File: config.mk
export PLATFORM = sky130hd
export DESIGN_NAME = gear_shift_ctrl
export DESIGN_NICKNAME = d
export VERILOG_FILES = /design/src/rtl/gear_shift_ctrl.sv
export SDC_FILE = /design/constraint.sdc
export NUM_CORES = 1
export LEC_CHECK = 0
export CAP_MARGIN = 20
export CORE_UTILIZATION = 53
export DETAILED_ROUTE_END_ITERATION = 16
export PLACE_DENSITY = 0.78
export SETUP_SLACK_MARGIN = 0.1
export SYNTH_ARGS = -nofsm -noshare
export SYNTH_HDL_FRONTEND = slang
export SYNTH_SLANG_ARGS = --single-unit
File: constraint.sdc
create_clock -name clk -period 2.65 [get_ports clk]
set_clock_uncertainty 0.2 [all_clocks]
set_input_delay 0.265 -clock clk [delete_from_list [all_inputs] [get_ports clk]]
set_output_delay 0.265 -clock clk [all_outputs]
set_load 0.02 [all_outputs]
File: src/rtl/gear_shift_ctrl.sv
// Gear shift sequencer: debounces the decoded gear request, runs a clutch req/ack
// handshake with timeout, steps the gear and enforces dwell. Optional GEAR_SKIP_EN jumps straight to target.
module gear_shift_ctrl #(
  parameter int STABLE_CYC  = 4,
  parameter int DWELL_CYC   = 8,
  parameter int ACK_TIMEOUT = 16
) (
  input  logic       clk,
  input  logic       rst,
  input  logic [1:0] gear_req,
  input  logic       req_valid,
  input  logic       clutch_ack,
  output logic       clutch_req,
  output logic [1:0] gear_cur,
  output logic       shifting,
  output logic       fault,
  output logic [7:0] shift_cnt
);

  localparam int STAB_W = $clog2(STABLE_CYC + 1);
  localparam int TMAX   = (ACK_TIMEOUT > DWELL_CYC) ? ACK_TIMEOUT : DWELL_CYC;
  localparam int TMR_W  = $clog2(TMAX + 1);

  localparam logic [STAB_W-1:0] STAB_MAX = STAB_W'(STABLE_CYC);
  localparam logic [TMR_W-1:0]  ACK_LAST = TMR_W'(ACK_TIMEOUT - 1);
  localparam logic [TMR_W-1:0]  DWL_LAST = TMR_W'(DWELL_CYC - 1);

  typedef enum logic [2:0] {
    S_IDLE,
    S_CLUTCH,
    S_ENGAGE,
    S_DWELL,
    S_FAULT
  } state_e;

  state_e            state_q, state_d;
  logic [1:0]        cand_q, cand_d;
  logic [STAB_W-1:0] stab_cnt_q, stab_cnt_d;
  logic [TMR_W-1:0]  timer_q, timer_d;
  logic              clutch_req_q, clutch_req_d;
  logic [1:0]        gear_cur_q, gear_cur_d;
  logic              fault_q, fault_d;
  logic [7:0]        shift_cnt_q, shift_cnt_d;
  logic              tgt_ok;

  always_ff @(posedge clk or negedge rst) begin
    if (!rst) begin
      state_q      <= S_IDLE;
      cand_q       <= '0;
      stab_cnt_q   <= '0;
      timer_q      <= '0;
      clutch_req_q <= 1'b0;
      gear_cur_q   <= '0;
      fault_q      <= 1'b0;
      shift_cnt_q  <= '0;
    end else begin
      state_q      <= state_d;
      cand_q       <= cand_d;
      stab_cnt_q   <= stab_cnt_d;
      timer_q      <= timer_d;
      clutch_req_q <= clutch_req_d;
      gear_cur_q   <= gear_cur_d;
      fault_q      <= fault_d;
      shift_cnt_q  <= shift_cnt_d;
    end
  end

  // Debounce runs in every state, including FAULT.
  always_comb begin
    cand_d     = cand_q;
    stab_cnt_d = stab_cnt_q;
    if (req_valid && (gear_req == cand_q)) begin
      if (stab_cnt_q != STAB_MAX) stab_cnt_d = stab_cnt_q + STAB_W'(1);
    end else begin
      cand_d     = gear_req;
      stab_cnt_d = req_valid ? STAB_W'(1) : '0;
    end
  end

  assign tgt_ok = (stab_cnt_q == STAB_MAX);

  always_comb begin
    state_d      = state_q;
    timer_d      = timer_q;
    clutch_req_d = clutch_req_q;
    gear_cur_d   = gear_cur_q;
    fault_d      = fault_q;
    shift_cnt_d  = shift_cnt_q;
    case (state_q)
      S_IDLE: begin
        if (tgt_ok && (cand_q != gear_cur_q)) begin
          state_d      = S_CLUTCH;
          clutch_req_d = 1'b1;
          timer_d      = '0;
        end
      end
      S_CLUTCH: begin
        if (clutch_ack) begin
          state_d = S_ENGAGE;
        end else if (timer_q == ACK_LAST) begin
          state_d      = S_FAULT;
          clutch_req_d = 1'b0;
          fault_d      = 1'b1;
        end else begin
          timer_d = timer_q + TMR_W'(1);
        end
      end
      S_ENGAGE: begin
        state_d      = S_DWELL;
        clutch_req_d = 1'b0;
        timer_d      = '0;
        // Target is re-read here; a withdrawn request leaves gear and count alone.
        if (cand_q != gear_cur_q) begin
`ifdef GEAR_SKIP_EN
          gear_cur_d = cand_q;
`else
          gear_cur_d = (cand_q > gear_cur_q) ? gear_cur_q + 2'd1 : gear_cur_q - 2'd1;
`endif
          if (shift_cnt_q != 8'hFF) shift_cnt_d = shift_cnt_q + 8'd1;
        end
      end
      S_DWELL: begin
        if (timer_q == DWL_LAST) state_d = S_IDLE;
        else                     timer_d = timer_q + TMR_W'(1);
      end
      S_FAULT: begin
        clutch_req_d = 1'b0;
        fault_d      = 1'b1;
      end
      default: state_d = S_IDLE;
    endcase
  end

  assign clutch_req = clutch_req_q;
  assign gear_cur   = gear_cur_q;
  assign fault      = fault_q;
  assign shift_cnt  = shift_cnt_q;
  assign shifting   = (state_q == S_CLUTCH) || (state_q == S_ENGAGE) || (state_q == S_DWELL);

endmodule

==> metrics.md <==
| Metric | Value |
|---|---|
| Outcome | finished, final reports clean |
| First-pass GRT wire length | approximately 4.2 mm |
| Top cells by area, synth | dfrtp_1, ha_1, nand2_1, mux2_2, nor2_1 |
| Critical Path End Type | register |
| Tcrit/Tclk final | 0.907 |
| Most crowded layer after global routing | met2 |
| Post-synthesis sequential area ratio | 0.456 |
| Post-synthesis cell area | ~1400 sq um |
| Critical R2R Launch | timer_q[0] |
| Post-layout util | 0.655 |
| Routed len/inst | around 14 microns |
| Cts hold-fix bufs | 0 |
| Worst vdd ir | approximately 0.66 mV |
| Post-synth top cells | dfrtp_1, nand2_1, nor2_1 |
| Top cell type's share of synthesized area | 0.456 |
| Pre-CTS setup slack | 0.272 ns |
| Leakage power | approximately 0.73 nW |
| Yosys warnings | 0 |
| FF-to-FF setup slack | about 0.25 ns |
| Yosys reg bits | 25 |
| Worst reg2reg endpoint | timer_q[4] |
| CORE AREA | 2450 sq um |
| Req. time, crit path | roughly 2.7 ns |
| Grt met2 use | 0.344 |
| Layout cells sized above 1 | 0.101 |
| Area leader, netlist | dfrtp_1 |
| Ports | 19 |
| Gr ovfl total | 0 |
| Rows | 18 |
| Total number of H-tree levels | 1 |
| DRT iter0 DRCs | 24 |
| Slowest cell on crit path | dfrtp_1 |
| Syn-to-layout area delta | 17.1% |
| PostCTS Resize Cnt | 0 |
| Post-layout min period | between 2 and 2.5 ns |
| Die area | 2800 sq um |
| Fin area | approximately 1600 sq um |
| Slew margin rel. | 0.714 |
| Synth async-reset ratio | 1.00 |
| Final worst slack | roughly 0.25 ns |
| Initial Utilization | 0.559 |
| Vias in the first global route | 980 |
| Buffers added on ports | 18 |
| Detailed-route DRC error count | 0 |
| RSZ-0062 raised after global routing | false |
| N_diodes | 0 |
| DP Area | roughly 1600 sq um |
| Crit-path max FO | 4 |
| Final Hold Fails | 0 |
| Vias per cell | between 5 and 6 |
| Largest net degree at the start of global routing | 26 |
| Max_cap viols | 0 |
| Worst-Skew Late Latency | around 0.33 ns |
| Most frequent cell after synthesis | dfrtp_1 |
| Met1 usage | 0.279 |
| CP cell instances | ha_1 > and3_1 > ha_1 > nor2_1 > a221oi_2 > or3_4 > mux2_4 |
| Setup CP Type | register to register |
| Post-synth EDFFs | 0 |
| Worst min path class | input pin to asynchronous set/reset pin |
| # nets final | ~170 |
| Drt total wl | 2.62 mm |
| Synthesized area per cell | slightly below 10 sq um |
| Worst-path clk slew | ~0.14 ns |
| Chip height | 52.9 microns |
| CP arrival | 2.43 ns |
| Crit path top cell by count | ha_1 |
| Die width | 52.9 microns |
| Main flop type after synthesis | dfrtp_1 |
| Power, Total | 0.00140 W |
| GRT Overall Usage | 0.211 |
| Worst Tran Pin Value | roughly 0.43 ns |
| TritonRoute pass-1 iters | 6 |
| Crit path largest cell delay | approximately 0.43 ns |
| Cell Pwr Density | around 870 nW/um^2 |
| CTS max path bufs | 2 |
| Worst setup SP type | register |
| Setup TNS | 0 ns |
| TritonCTS clock tree | yes |
| Initial antenna violation count | 0 |
| Yosys cell types | 39 |
| Final setup viols | 0 |
| Number of clock sinks | 25 |
| Cts bufs inserted | 3 |
| Post-Syn Instances | approximately 140 |
| Antenna Nets Post-Route | 0 |
| Slew Limit Fails | 0 |
| Clock root buffer | clkbuf_4 |
| Placer Congestion | a little under 0.8 |
| Max Fclk | approximately 420 MHz |
| GR Util met3 | 0.0287 |
| R2R cell count | 7 |
| Setup bufs post-CTS | 0 |
| Syn Nets | ~160 |
| Detail Placement HPWL | about 1.9 mm |
| Vias post-DR | 1031 |
==> layout by cell type (no fill, tap or decap), drive strengths merged, types with 4 or more instances in the layout <==
cell,Yosys,final
clkdlybuf4s50,0,18
nand2,15,15
nand3,5,5
nor2,12,12
dfrtp,25,25
inv,8,8
and3,5,5
mux2,5,5
xor2,4,4
a21oi,6,6
nand2b,4,4
ha,8,8
o21ai,6,6
==> registers in the layout, summed over array words and instances (netlist names) <==
name,flops
state_q,3
cand_q,2
stab_cnt_q,3
shift_cnt,8
fault,1
timer_q,5
gear_cur,2
clutch_req,1
==> layout make-up <==
cell class | instances | area [sq um]
Tap cell | 30 | 37.5
Timing Repair Buffer | 20 | 195
Clock buffer | 3 | 22.5
Sequential cell | 25 | 626
Multi-Input combinational cell | 102 | 692
Clock inverter | 1 | 5.00
Fill cell | 196 | 847
Inverter | 8 | 30.0
==> report_power, final <==
part           switching [W]  leakage [nW]  total [W]  internal [W]
combinational       0.000295         0.403   0.000597      0.000302
sequential          0.000150         0.312   0.000630      0.000480
clock               0.000118        0.0177   0.000174     0.0000567
total               0.000563         0.733    0.00140      0.000839
==> how the worst max path moves through the flow <==
stage / start / endpoint / slack, ns / cells past startpoint
detailed placement: timer_q[0] / timer_q[4] / 0.27 / 7
finish: timer_q[0] / timer_q[4] / 0.25 / 7
global placement: timer_q[0] / timer_q[4] / 0.37 / 7
floorplan: timer_q[0] / timer_q[4] / 0.42 / 7
global route: timer_q[0] / timer_q[3] / 0.17 / 7
CTS: timer_q[0] / timer_q[4] / 0.25 / 7
==> per-layer routing <==
layer	vias up	wire [microns]
met1	477	1260
li1	520	-
met5	-	0
met4	0	38
met2	30	1200
met3	4	112
==> stage by stage <==
stage / hold WS, ns / std cells
after detailed placement: 0.261 / 185
after global routing: 0.125 / 189
after CTS: 0.0748 / 189
final: 0.0789 / 189
after global placement: 0.255 / 185
after floorplan: -0.231 / 141
==> worst max-delay path, delay by kind of cell, from the launching register on <==
kind,cells,cell delay (ns)
AOI/OAI and AO/OA,1,0.10
muxes,1,0.31
adders and majority gates,2,0.45
and+or+nand+nor,3,0.82
DFF,1,0.43
==> cells by family (layout without fill, tap and decap cells) <==
group,Yosys count,count (layout),synth area share
xor gates and xnor gates,7,7,0.0447
DFF,25,25,0.456
buffers and inverters,14,32,0.0401
adders and majority gates,8,8,0.0729
muxes,6,6,0.0510
AOI/OAI and AO/OA,24,24,0.117
and+or+nand+nor,57,57,0.219
No activity file was read; power rests on OpenSTA's default activity.
